## config.mk

```make
export PLATFORM = sky130hd
export DESIGN_NAME = obuf_drain_ctrl
export DESIGN_NICKNAME = d
export VERILOG_FILES = /design/src/rtl/obuf_drain_ctrl.sv
export SDC_FILE = /design/constraint.sdc
export NUM_CORES = 1
export LEC_CHECK = 0
export ABC_AREA = 1
export CORE_MARGIN = 2
export CORE_UTILIZATION = 30
export DETAILED_ROUTE_END_ITERATION = 8
export GPL_ROUTABILITY_DRIVEN = 0
export GPL_TIMING_DRIVEN = 0
export SLEW_MARGIN = 30
export SYNTH_ARGS = -nofsm -noshare
export SYNTH_HDL_FRONTEND = slang
export SYNTH_SLANG_ARGS = --single-unit
```

## constraint.sdc

```tcl
create_clock -name clk -period 3.97 [get_ports clk]
set_input_delay 0.5955 -clock clk [delete_from_list [all_inputs] [get_ports clk]]
set_output_delay 0.5955 -clock clk [all_outputs]
set_load 0.1 [all_outputs]
```

## src/rtl/obuf_drain_ctrl.sv

```systemverilog
`default_nettype none
// +----------------------------------------------------------------------+
// | Module : obuf_drain_ctrl                                             |
// | Desc   : Credit-gated output-buffer reader feeding a skid FIFO and   |
// |          a valid/ready stream with last marker.                      |
// | Rev    : 1.0  initial release                                        |
// +----------------------------------------------------------------------+
module obuf_drain_ctrl #(
  parameter int MEM_ADDR_WIDTH = 11,
  parameter int MEM_DATA_WIDTH = 64,
  parameter int CNT_W          = 16,
  parameter int SKID_DEPTH     = 4
) (
  input  logic                      clk,
  input  logic                      reset,
  input  logic                      start,
  input  logic [MEM_ADDR_WIDTH-1:0] base_addr,
  input  logic [CNT_W-1:0]          num_words,
  output logic                      busy,
  output logic                      done,
  output logic                      mem_read_req,
  output logic [MEM_ADDR_WIDTH-1:0] mem_read_addr,
  input  logic [MEM_DATA_WIDTH-1:0] mem_read_data,
  output logic                      out_valid,
  output logic [MEM_DATA_WIDTH-1:0] out_data,
  output logic                      out_last,
  input  logic                      out_ready
);

  localparam int                 c_PTR_W = $clog2(SKID_DEPTH);
  localparam logic [c_PTR_W+1:0] c_DEPTH = (c_PTR_W+2)'(SKID_DEPTH);

  typedef enum logic [1:0] {
    S_IDLE  = 2'd0,
    S_ISSUE = 2'd1,
    S_DRAIN = 2'd2,
    S_DONE  = 2'd3
  } state_t;

  state_t                    r_state;
  state_t                    w_state_nxt;
  logic [MEM_ADDR_WIDTH-1:0] r_addr;
  logic [MEM_ADDR_WIDTH-1:0] r_last_addr;
  logic [CNT_W-1:0]          r_issue_cnt;
  logic [CNT_W-1:0]          r_pop_cnt;
  logic                      r_inflight;
  logic [MEM_DATA_WIDTH-1:0] r_fifo [SKID_DEPTH];
  logic [c_PTR_W-1:0]        r_wr_ptr;
  logic [c_PTR_W-1:0]        r_rd_ptr;
  logic [c_PTR_W:0]          r_count;
  logic                      w_issue;
  logic                      w_start;
  logic                      w_pop;
  logic                      w_credit;

  // Words in the FIFO plus the read still in flight must leave room; a
  // same-cycle pop is deliberately not counted.
  assign w_credit = ({1'b0, r_count} + {{(c_PTR_W+1){1'b0}}, r_inflight}) < c_DEPTH;

  assign out_valid     = (r_count != '0);
  assign out_data      = out_valid ? r_fifo[r_rd_ptr] : '0;
  assign out_last      = out_valid && (r_pop_cnt == CNT_W'(1));
  assign w_pop         = out_valid && out_ready;
  assign mem_read_req  = w_issue;
  assign mem_read_addr = w_issue ? r_addr : r_last_addr;

  always_ff @(posedge clk) begin
    if (reset) begin
      r_state <= S_IDLE;
    end else begin
      r_state <= w_state_nxt;
    end
  end

  always_comb begin
    w_state_nxt = r_state;
    w_issue     = 1'b0;
    w_start     = 1'b0;
    busy        = 1'b0;
    done        = 1'b0;
    case (r_state)
      S_IDLE: begin
        if (start) begin
          w_start     = 1'b1;
          w_state_nxt = (num_words == '0) ? S_DONE : S_ISSUE;
        end
      end
      S_ISSUE: begin
        busy = 1'b1;
        if ((r_issue_cnt != '0) && w_credit) begin
          w_issue = 1'b1;
          if (r_issue_cnt == CNT_W'(1)) begin
            w_state_nxt = S_DRAIN;
          end
        end
      end
      S_DRAIN: begin
        busy = 1'b1;
        if (w_pop && out_last) begin
          w_state_nxt = S_DONE;
        end
      end
      S_DONE: begin
        busy        = 1'b1;
        done        = 1'b1;
        w_state_nxt = S_IDLE;
      end
      default: w_state_nxt = S_IDLE;
    endcase
  end

  always_ff @(posedge clk) begin
    if (reset) begin
      r_addr      <= '0;
      r_last_addr <= '0;
      r_issue_cnt <= '0;
      r_pop_cnt   <= '0;
      r_inflight  <= 1'b0;
      r_wr_ptr    <= '0;
      r_rd_ptr    <= '0;
      r_count     <= '0;
    end else begin
      r_inflight <= w_issue;
      if (w_start) begin
        r_addr      <= base_addr;
        r_issue_cnt <= num_words;
        r_pop_cnt   <= num_words;
      end
      if (w_issue) begin
        r_addr      <= r_addr + 1'b1;
        r_last_addr <= r_addr;
        r_issue_cnt <= r_issue_cnt - 1'b1;
      end
      if (r_inflight) begin
        r_wr_ptr <= r_wr_ptr + 1'b1;
      end
      if (w_pop) begin
        r_rd_ptr  <= r_rd_ptr + 1'b1;
        r_pop_cnt <= r_pop_cnt - 1'b1;
      end
      r_count <= r_count + {{c_PTR_W{1'b0}}, r_inflight} - {{c_PTR_W{1'b0}}, w_pop};
    end
  end

  // Read data is valid one cycle after the strobe.
  always_ff @(posedge clk) begin
    if (r_inflight) begin
      r_fifo[r_wr_ptr] <= mem_read_data;
    end
  end

endmodule
`default_nettype wire

```

==> results.md, run 1 <==
- Clock insertion delay at the later pin of the skew report: ~0.55 ns
- Met2 layer wire length in the routed design: 18270 um
- Classification of the worst-slack hold path: flop to flop
- Boundary pin count: ~180
- CTS sink count: 322
- Total power after layout: ~16 mW
- Maximum ir drop on the vdd rail: between 1000 and 1500 uV
- Buffer and inverter count on the worst path: 3
- Via-to-Cell Ratio: approximately 4.7
- Final-stage net count: ~1800
- Final standard cell count with taps included and fillers excluded: about 2300
- Count of distinct cell types in the synthesized netlist: 31
- Iteration count of the initial detailed-routing pass: 6
- Largest stage delay on the critical path: between 0.8 and 0.9 ns
- Mux share of post-synthesis cell area: 0
- Critical path capture point type: primary output
- Met3 wire len: 2875 um
- CORE AREA: about 46000 sq um
- Total of flip-flops plus latches after synthesis: about 320
- Worst-Margin Slew: 0.9867 ns
- Kind of start point of the critical path: flop
- R2r setup slk: 1.55 ns
- Post-layout utilization of the core: 0.3834
- Fmax: around 260 MHz
- Place WS: just over 0.06 ns
- CP max stage cell: sky130_fd_sc_hd__clkdlybuf4s15_1
- # setup viols final: 0
- Post-cts hold buffer count: 0
- Total count of hold-check failures in the final report: 0
- Static power due to leakage: between 6 and 7 nW
- Unrepaired setup endpoints after global routing: false
- Dominant combinational cell family by area after synthesis: simple AND/OR/NAND/NOR gates
- Critical path type: flop to primary output
- Clock root buffer master: sky130_fd_sc_hd__clkbuf_16
- TritonCTS clock tree: done
- Run status: finished clean
- Critical path data required time: around 3.4 ns
- Antenna violations before repair: 5
- Worst Path Arrival: approximately 3.2 ns
- Via count of the first global-routing pass: about 11000
- Std cell rows: roughly 80
- Relative area change from synthesis to final layout: 26.93%
- Post-synthesis average cell area: about 9.8 sq um
- Period minus WS final: around 3.8 ns
- Worst relative slew slack: 0.3411
- Share of the synthesized area in compound gates (AO/OA/AOI/OAI): 0.1086
- Post-synthesis simple-gate area fraction: 0.1672
- Number of placed cells counting well taps: 2209
- Post-route DRC: 0
- Maximum clock skew at final layout: 0.007155 ns
- Routed via count: approximately 11000
- Final period util: 0.9538
- Setup TNS: 0 ns
- Synth Area in Adders: 0.01662
- Tot GR Track Use: 0.1578
- Mapped cell area: 14000 sq um
- Maximum clock insertion buffer count: 3
- Number of warning messages in the yosys log: 0
- Detail Route Antenna Nets: 0
- CTS H-tree depth: 2
- Maximum number of pins on one net before global-route repair: 58
- Sum of net half-perimeters after detailed placement: 25400 um
- Sequential fraction of the synthesis area: 0.6433
- Iteration-0 DRC count of the detailed router: between 700 and 800
- Net count after synthesis: around 1500
- Avg WL per Cell: roughly 17 um
- Share of layout cells above drive strength 1: 0.09407
- Area share of xor/xnor cells in the synthesized design: 0.01626
- Critical-path cell list: clkbuf_1 > clkbuf_1 > nor2_1 > nor2_1 > o21ai_0 > a21oi_1 > clkdlybuf4s15_1
- Final Slew Violations: 0
- Area enclosed by the die boundary: approximately 48000 sq um
- Number of buffers inserted during clock tree synthesis: 38
- Max-capacitance violation count: 0
- Power per standard cell area: between 800 and 900 nW/um^2
- Global-route wire length before repair: roughly 60000 um
- Maximum fanout along the worst path: 10
- Top routing layer in use: met5
- Die Span X: 220.1 um
- Gr ovfl total: 0
- Die Span Y: 220.1 um
- Most common library cell in the layout ignoring fill and taps: sky130_fd_sc_hd__nor2_1
- Met1 layer wirelength in the final routing: 16310 um
- Hold WS: approximately 0.46 ns
- Minimum setup slack in the final design: around 0.18 ns
- Clock transition at path regs: approximately 0.05 ns
- Most used cells in the layout excluding fill and tap cells: 327 x sky130_fd_sc_hd__nor2_1, 256 x sky130_fd_sc_hd__edfxtp_1, 208 x sky130_fd_sc_hd__nand2_1
- Synthesized instance count: about 1400
- Buffers on Ports: 173
- Cell family with the largest share of critical-path delay: buffers and inverters
- Post-route design area: 17770 sq um
- Initial standard-cell utilization of the core: 0.3021
- Sum of routed wire length over all layers: 38450 um
- Number of filler cells placed in the layout: 4576
- Cell area after placement: 16600 sq um
==> where the power goes <==
group | switching, mW | total (mW) | internal [mW]
sequential | 0.287 | 4.35 | 4.07
combinational | 6.39 | 8.12 | 1.73
clock | 1.36 | 3.47 | 2.12
total | 8.03 | 15.9 | 7.92
==> state kept, by name (all words and copies together), names as in the netlist, named ones only <==
register and cells:
r_issue_cnt 16, r_inflight 1, r_fifo 256, r_addr 11, r_last_addr 11, r_rd_ptr 2, r_count 3, r_pop_cnt 16
r_wr_ptr 2, r_state 2
==> logic make-up after synthesis <==
family | count (synthesis)
and+or+nand+nor | 596
DFF | 322
AOI/OAI and AO/OA | 295
buffers and inverters | 167
xor gates and xnor gates | 26
adders and majority gates | 18
==> tightest hold or removal path, cell delays in order (launching register included) <==
cell,delay (ns)
sky130_fd_sc_hd__dfxtp_1,0.30
sky130_fd_sc_hd__nand2_1,0.06
sky130_fd_sc_hd__a21oi_1,0.05
==> layer usage <==
layer / GRT usage / vias to the layer above
met5: 0 / -
met4: 0.05168 / 10
met3: 0.04072 / 75
met2: 0.2680 / 326
met1: 0.1950 / 5065
li1: - / 5258
==> synthesized netlist by cell type <==
cell                       instances  area [sq um]
sky130_fd_sc_hd__a211oi_1         10         75.07
sky130_fd_sc_hd__a21oi_1         114         570.6
sky130_fd_sc_hd__a31oi_1           4         25.02
sky130_fd_sc_hd__and3_1            2         12.51
sky130_fd_sc_hd__buf_1            18         67.56
sky130_fd_sc_hd__buf_2            10         50.05
sky130_fd_sc_hd__buf_4             1         7.510
sky130_fd_sc_hd__buf_6             4         45.04
sky130_fd_sc_hd__clkbuf_1         42         157.7
sky130_fd_sc_hd__dfxtp_1          66          1321
sky130_fd_sc_hd__edfxtp_1        256          7687
sky130_fd_sc_hd__fa_1              1         20.02
sky130_fd_sc_hd__ha_1             17         212.7
sky130_fd_sc_hd__inv_1            83         311.6
sky130_fd_sc_hd__inv_2             9         33.78
sky130_fd_sc_hd__nand2_1         208         780.8
sky130_fd_sc_hd__nand3_1          43         215.2
sky130_fd_sc_hd__nand3_2           1         10.01
sky130_fd_sc_hd__nand4_1           6         37.54
sky130_fd_sc_hd__nor2_1          327          1227
sky130_fd_sc_hd__nor2_2            5         31.28
sky130_fd_sc_hd__nor3_1            2         10.01
sky130_fd_sc_hd__nor3_2            1         10.01
sky130_fd_sc_hd__nor4_1            1         6.260
sky130_fd_sc_hd__o211ai_1          3         22.52
sky130_fd_sc_hd__o21ai_0         145         725.7
sky130_fd_sc_hd__o21ai_1          16         80.08
sky130_fd_sc_hd__o21bai_1          2         15.01
sky130_fd_sc_hd__o22ai_1           1         6.260
sky130_fd_sc_hd__xnor2_1           6         52.55
sky130_fd_sc_hd__xor2_1           20         175.2
==> worst paths after layout <==
check             depth (start not counted)                         to                      start
hold reg to reg                           2  r_pop_cnt[1]$_SDFFE_PP0P_  r_pop_cnt[1]$_SDFFE_PP0P_
hold / removal                            2  r_pop_cnt[1]$_SDFFE_PP0P_  r_pop_cnt[1]$_SDFFE_PP0P_
setup reg to reg                         10      r_count[2]$_SDFF_PP0_      r_count[0]$_SDFF_PP0_
setup / recovery                          7               out_data[49]                       flop
==> layout make-up <==
class	count	area (sq um)	area share
diodes	2	5.005	0.0002816
clock buffers	50	1045	0.05878
repair buffers	178	1735	0.09763
flip-flops and latches	322	9009	0.5068
well taps	607	759.5	0.04273
clock inverters	17	200.2	0.01126
multi-input cells	935	4328	0.2435
inverters	92	362.8	0.02041
plain buffers	75	330.3	0.01858
==> timing repair <==
action,CTS,global route
gates resized for setup,129,55
setup endpoints to repair,65,40
hold endpoints to repair,0,0
buffers inserted,0,0
Power figures use the tool's default switching activity.
==> inputs of run 2 (changes only) <==
- SKIP_LAST_GASP: unset -> 1
==> run 2 against run 1 <==
  * Register-to-register slack is essentially flat
  * Sequential share of layout area up 0.064 points
  * Utilization is essentially flat
  * Critical path depth grew 4
  * Clock skew about the same
  * Highest routed layer unchanged
==> results.md, run 2 (synthesized netlist as in run 1, its figures left out) <==
- Maximum fanout along the worst path: 10 (unchanged)
- Largest stage delay on the critical path: 0.82 ns (was 0.86 ns)
- Gr ovfl total: 0 (unchanged)
- Maximum clock insertion buffer count: 3 (unchanged)
- Worst Path Arrival: 3.18 ns (was 3.19 ns)
- Initial standard-cell utilization of the core: 0.3021 (unchanged)
- Post-route DRC: 0 (unchanged)
- Sum of routed wire length over all layers: 38480 um (was 38450 um)
- Critical path type: flop to primary output (unchanged)
- Sequential Area: 9009 sq um (unchanged)
- Place WS: 0.06233 ns (unchanged)
- CTS H-tree depth: 2 (unchanged)
- Global-route wire length before repair: 58680 um (unchanged)
- Detail Route Antenna Nets: 0 (unchanged)
- CP max stage cell: sky130_fd_sc_hd__clkdlybuf4s15_1 (unchanged)
- Critical path capture point type: primary output (unchanged)
- Iteration count of the initial detailed-routing pass: 5 (was 6)
- Final period util: 0.9506 (was 0.9538)
- Worst hold path stage count: 2 (unchanged)
- Avg WL per Cell: 16.89 um (was 16.88 um)
- Relative area change from synthesis to final layout: 26.77% (was 26.93%)
- Sum of net half-perimeters after detailed placement: 25400 um (unchanged)
- Buffer and inverter count on the worst path: 4 (was 3)
- Cell area after placement: 16600 sq um (unchanged)
- Maximum clock skew at final layout: 0.007220 ns (was 0.007155 ns)
- Routed via count: 10732 (was 10734)
- Via count of the first global-routing pass: 10614 (unchanged)
- Area enclosed by the die boundary: 48420 sq um (unchanged)
- Post-CTS Repair Setup Buffers: 0 (unchanged)
- Unrepaired setup endpoints after global routing: false (unchanged)
- Run status: finished clean (unchanged)
- Most common library cell in the layout ignoring fill and taps: sky130_fd_sc_hd__nor2_1 (unchanged)
- Tot GR Track Use: 0.1578 (unchanged)
- Number of buffers inserted during clock tree synthesis: 38 (unchanged)
- Maximum number of pins on one net before global-route repair: 58 (unchanged)
- Worst-Margin Slew: 0.9867 ns (about the same)
- Max-capacitance violation count: 0 (unchanged)
- Die Span Y: 220.1 um (unchanged)
- Period minus WS final: 3.774 ns (was 3.787 ns)
- Logic depth of the worst setup path including buffers: 11 (was 7)
- Std cell rows: 79 (unchanged)
- Post-route design area: 17750 sq um (was 17770 sq um)
- Share of layout cells above drive strength 1: 0.09646 (was 0.09407)
- Register with the most flip-flops: r_fifo (unchanged)
- Clock insertion delay at the later pin of the skew report: 0.55 ns (about the same)
- Worst relative slew slack: 0.3411 (about the same)
- Minimum setup slack in the final design: 0.1962 ns (was 0.1833 ns)
- Cell family with the largest share of critical-path delay: buffers and inverters (unchanged)
- Critical path data required time: 3.37 ns (about the same)
- Registers with the most flip-flops: r_fifo: 256 flops, r_issue_cnt: 16 flops, r_pop_cnt: 16 flops (unchanged)
- Post-cts hold buffer count: 0 (unchanged)
- Kind of start point of the critical path: flop (unchanged)
- Clock transition at path regs: 0.05 ns (about the same)
- Critical-path cell list: buf_2 > nand3_1 > nand2_1 > nand2_1 > nor2_2 > nand3_2 > inv_2 > buf_2 > nand2_1 > nand2_1 > clkdlybuf4s15_1 (was clkbuf_1 > clkbuf_1 > nor2_1 > nor2_1 > o21ai_0 > a21oi_1 > clkdlybuf4s15_1)
- # setup viols final: 0 (unchanged)
- Classification of the worst-slack hold path: flop to flop (unchanged)
- Iteration-0 DRC count of the detailed router: 709 (was 703)
- Antenna violations before repair: 5 (unchanged)
- CORE AREA: 46360 sq um (unchanged)
- Die Span X: 220.1 um (unchanged)
- Total count of hold-check failures in the final report: 0 (unchanged)
- CTS sink count: 322 (unchanged)
- Final Slew Violations: 0 (unchanged)
- Buffers on Ports: 173 (unchanged)
- R2R depth: 10 (unchanged)
- Number of filler cells placed in the layout: 4582 (was 4576)
- TritonCTS clock tree: done (unchanged)
- Final-stage net count: 1755 (unchanged)
- Clock root buffer master: sky130_fd_sc_hd__clkbuf_16 (unchanged)
- Crit-path most repeated cell: sky130_fd_sc_hd__nand2_1
- Multi-input gate area: 4328 sq um (unchanged)
- Via-to-Cell Ratio: 4.711 (was 4.712)
- Most used cells in the layout excluding fill and tap cells: 327 x sky130_fd_sc_hd__nor2_1, 256 x sky130_fd_sc_hd__edfxtp_1, 208 x sky130_fd_sc_hd__nand2_1 (unchanged)
- Fmax: 265.0 MHz (was 264.1 MHz)
- Flip-flop count of the largest register after layout: 256 (unchanged)
- Boundary pin count: 175 (unchanged)
==> run 2: changes by cell type in the layout (fill, tap and decap cells not counted), sizes merged <==
cell and change:
dlygate4sd2 -3, clkbuf +5, clkdlybuf4s15 -2
==> run 2: layer usage <==
metal	up-vias	part of all wire	wire length, um	GRT usage
li1	5257	-	-	-
met1	5056	0.42	16170	0.1950
met2	336	0.48	18290	0.2680
met3	73	0.079	3043	0.04072
met4	10	0.023	901	0.05168
met5	-	0.0018	69	0
==> run 2: timing repair <==
action,CTS,global route
setup endpoints to repair,65,40
endpoints found under the hold margin,0,0
resized for setup,127,64
==> run 2: worst paths after layout <==
| kind | start | endpoint | slack, ns |
|---|---|---|---|
| setup / recovery | r_inflight$_SDFF_PP0_ | mem_read_addr[7] | 0.20 |
| hold / removal | r_pop_cnt[1]$_SDFFE_PP0P_ | r_pop_cnt[1]$_SDFFE_PP0P_ | 0.46 |
| setup reg to reg | r_count[0]$_SDFF_PP0_ | r_count[2]$_SDFF_PP0_ | 1.56 |
| hold reg to reg | r_pop_cnt[1]$_SDFFE_PP0P_ | r_pop_cnt[1]$_SDFFE_PP0P_ | 0.46 |
==> run 2: cell type report <==
type	instances	area share
Sequential cell	322	0.5075
Inverter	92	0.02044
Antenna cell	2	0.0002819
Clock inverter	17	0.01128
Multi-Input combinational cell	935	0.2438
Clock buffer	50	0.05885
Buffer	75	0.01861
Tap cell	607	0.04278
Timing Repair Buffer	178	0.09649
==> run 2: worst min-delay path, cell delays in order, from the launching register on <==
cell and delay [ns]:
sky130_fd_sc_hd__dfxtp_1 0.30, sky130_fd_sc_hd__nand2_1 0.06, sky130_fd_sc_hd__a21oi_1 0.05
==> run 2: per-stage QoR <==
step / hold slack [ns] / TNS (ns) / utilization / cells
global placement: 0.4528 / 0 / 0.3559 / 2204
CTS: 0.4624 / -0.2423 / 0.3850 / 2276
detailed placement: 0.4542 / 0 / 0.3582 / 2209
global route: 0.4945 / 0 / 0.3828 / 2276
finish: 0.4626 / 0 / 0.3829 / 2278
floorplan: 0.4337 / 0 / - / 1424
Power of run 2 is left out: the tool's default activity adds up to more than one toggle a clock period on the data nets, which glitch-free logic cannot reach.
==> inputs of run 3 (changes only) <==
- CORE_MARGIN: 2 -> unset
==> run 3 against run 2 <==
  * Wire length about the same
  * Maximum frequency down 5.8%
  * Global-route usage up 0.43 points
  * The flow now finishes with violations (negative setup slack)
  * Die area shrank 1.8%
  * Clock skew is 0.0087 ns higher
  * Clock-buffer cell count fell by 2
  * Setup slack worse by 0.23 ns
  * First-iteration DRC count is 6.1% higher
  * Largest cell class unchanged
  * Cell area is 0.16% higher
  * Critical endpoint is now out_data[51]
  * Sequential share of layout area fell by 0.079 points
  * Utilization up 0.63 points
==> results.md, run 3 (synthesized netlist as in run 1, its figures left out) <==
- Tot GR Track Use: 0.1621 (was 0.1578)
- Fmax: 249.5 MHz (was 265.0 MHz)
- Cell family with the largest share of critical-path delay: buffers and inverters (unchanged)
- Die Span X: 218.1 um (was 220.1 um)
- Worst relative slew slack: 0.3449 (was 0.3411)
- Maximum clock skew at final layout: 0.01595 ns (was 0.007220 ns)
- Maximum fanout along the worst path: 10 (unchanged)
- Cell area after placement: 16570 sq um (was 16600 sq um)
- Final-stage net count: 1754 (was 1755)
- Violations in the final reports: negative setup slack
- Buffer and inverter count on the worst path: 3 (was 4)
- Via count of the first global-routing pass: 10533 (was 10614)
- Critical path data required time: 3.37 ns (about the same)
- Worst-Margin Slew: 0.9796 ns (was 0.9867 ns)
- Registers with the most flip-flops: r_fifo: 256 flops, r_issue_cnt: 16 flops, r_pop_cnt: 16 flops (unchanged)
- Via-to-Cell Ratio: 4.752 (was 4.711)
- Initial standard-cell utilization of the core: 0.3066 (was 0.3021)
- Final Slew Violations: 0 (unchanged)
- Std cell rows: 78 (was 79)
- Routed via count: 10801 (was 10732)
- Detail Route Antenna Nets: 0 (unchanged)
- # setup viols final: 1 (was 0)
- CTS H-tree depth: 2 (unchanged)
- Critical-path cell list: clkbuf_1 > clkbuf_1 > nor2_1 > nor2_1 > o21ai_0 > a21oi_1 > clkdlybuf4s15_1 (was buf_2 > nand3_1 > nand2_1 > nand2_1 > nor2_2 > nand3_2 > inv_2 > buf_2 > nand2_1 > nand2_1 > clkdlybuf4s15_1)
- Iteration count of the initial detailed-routing pass: 5 (unchanged)
- Register with the most flip-flops: r_fifo (unchanged)
- Total count of hold-check failures in the final report: 0 (unchanged)
- Flip-flop count of the largest register after layout: 256 (unchanged)
- Period minus WS final: 4.008 ns (was 3.774 ns)
- Clock insertion delay at the later pin of the skew report: 0.55 ns (about the same)
- Iteration-0 DRC count of the detailed router: 752 (was 709)
- Most used cells in the layout excluding fill and tap cells: 327 x sky130_fd_sc_hd__nor2_1, 256 x sky130_fd_sc_hd__edfxtp_1, 208 x sky130_fd_sc_hd__nand2_1 (unchanged)
- Most common library cell in the layout ignoring fill and taps: sky130_fd_sc_hd__nor2_1 (unchanged)
- Buffers on Ports: 173 (unchanged)
- CORE AREA: 45670 sq um (was 46360 sq um)
- Clock transition at path regs: 0.06 ns (was 0.05 ns)
- Sum of routed wire length over all layers: 38480 um (about the same)
- Number of filler cells placed in the layout: 4465 (was 4582)
- Largest stage delay on the critical path: 0.86 ns (was 0.82 ns)
- Maximum clock insertion buffer count: 3 (unchanged)
- R2r setup slk: 1.57 ns (was 1.56 ns)
- Classification of the worst-slack hold path: flop to flop (unchanged)
- Critical path capture point type: primary output (unchanged)
- CP max stage cell: sky130_fd_sc_hd__clkdlybuf4s15_1 (unchanged)
- Critical path type: flop to primary output (unchanged)
- Max-capacitance violation count: 0 (unchanged)
- Unrepaired setup endpoints after global routing: true (was false)
- CTS sink count: 322 (unchanged)
- Place WS: 0.1307 ns (was 0.06233 ns)
- TritonCTS clock tree: done (unchanged)
- Die Span Y: 218.1 um (was 220.1 um)
- Gr ovfl total: 0 (unchanged)
- Kind of start point of the critical path: flop (unchanged)
- Post-route DRC: 0 (unchanged)
- Relative area change from synthesis to final layout: 26.97% (was 26.77%)
- Global-route wire length before repair: 58760 um (was 58680 um)
- Run status: finished, violations left (was finished clean)
- Boundary pin count: 175 (unchanged)
- Sum of net half-perimeters after detailed placement: 25180 um (was 25400 um)
- Post-route design area: 17780 sq um (was 17750 sq um)
- Area enclosed by the die boundary: 47550 sq um (was 48420 sq um)
- Worst Path Arrival: 3.41 ns (was 3.18 ns)
- Minimum setup slack in the final design: -0.03784 ns (was 0.1962 ns)
- Clock root buffer master: sky130_fd_sc_hd__clkbuf_16 (unchanged)
- Number of buffers inserted during clock tree synthesis: 38 (unchanged)
- Final period util: 1.010 (was 0.9506)
- Maximum number of pins on one net before global-route repair: 56 (was 58)
- Share of layout cells above drive strength 1: 0.09455 (was 0.09646)
- Antenna violations before repair: 4 (was 5)
- Avg WL per Cell: 16.93 um (was 16.89 um)
==> run 3: cell count changes in the layout (fill, tap and decap cells not counted), sizes merged, moves of 3 or more <==
cell	change
buf	+4
clkbuf	-8
clkinv	+4
dlymetal6s2s	+3
dlygate4sd2	-4
==> run 3: timing repair <==
action / in CTS / in global routing
hold buffers: 0 / 0
setup buffers: 0 / 0
setup endpoints to repair: 57 / 43
gates resized for setup: 120 / 60
endpoints found under the hold margin: 0 / 0
==> run 3: final cells by class <==
class	instances	area [sq um]	share of cell area
sequential	322	9009	0.5067
multi-input combinational	935	4328	0.2434
timing repair buffer	177	1715	0.09648
clock buffer	48	1040	0.05848
tap	600	750.7	0.04222
inverter	92	362.8	0.02041
buffer	75	329.1	0.01851
clock inverter	22	240.2	0.01351
antenna	2	5.005	0.0002815
==> run 3: worst paths after layout <==
kind | cells after the start | startpoint | end
min reg2reg | 1 | r_pop_cnt[0]$_SDFFE_PP0P_ | r_pop_cnt[0]$_SDFFE_PP0P_
max reg2reg | 10 | r_count[0]$_SDFF_PP0_ | r_count[2]$_SDFF_PP0_
min | 1 | r_pop_cnt[0]$_SDFFE_PP0P_ | r_pop_cnt[0]$_SDFFE_PP0P_
max | 7 | flop | out_data[51]
==> run 3: metal layers <==
metal	vias to the layer above	global-route usage	routed length, um
met3	64	0.03654	2728
li1	5260	-	-
met2	326	0.2628	18040
met5	-	0	24
met4	4	0.06317	1081
met1	5147	0.2093	16600
==> run 3: per-stage QoR <==
stage               utilization  std cells  hold slack, ns   TNS, ns
CTS                      0.3909       2271          0.4642   -0.4873
global route             0.3892       2272          0.4751   -0.6247
floorplan                     -       1424          0.4337         0
detailed placement       0.3627       2201          0.4554         0
global placement         0.3611       2197          0.4509         0
finish                   0.3893       2273          0.4600  -0.03784
Power of run 3 is left out for the same reason.
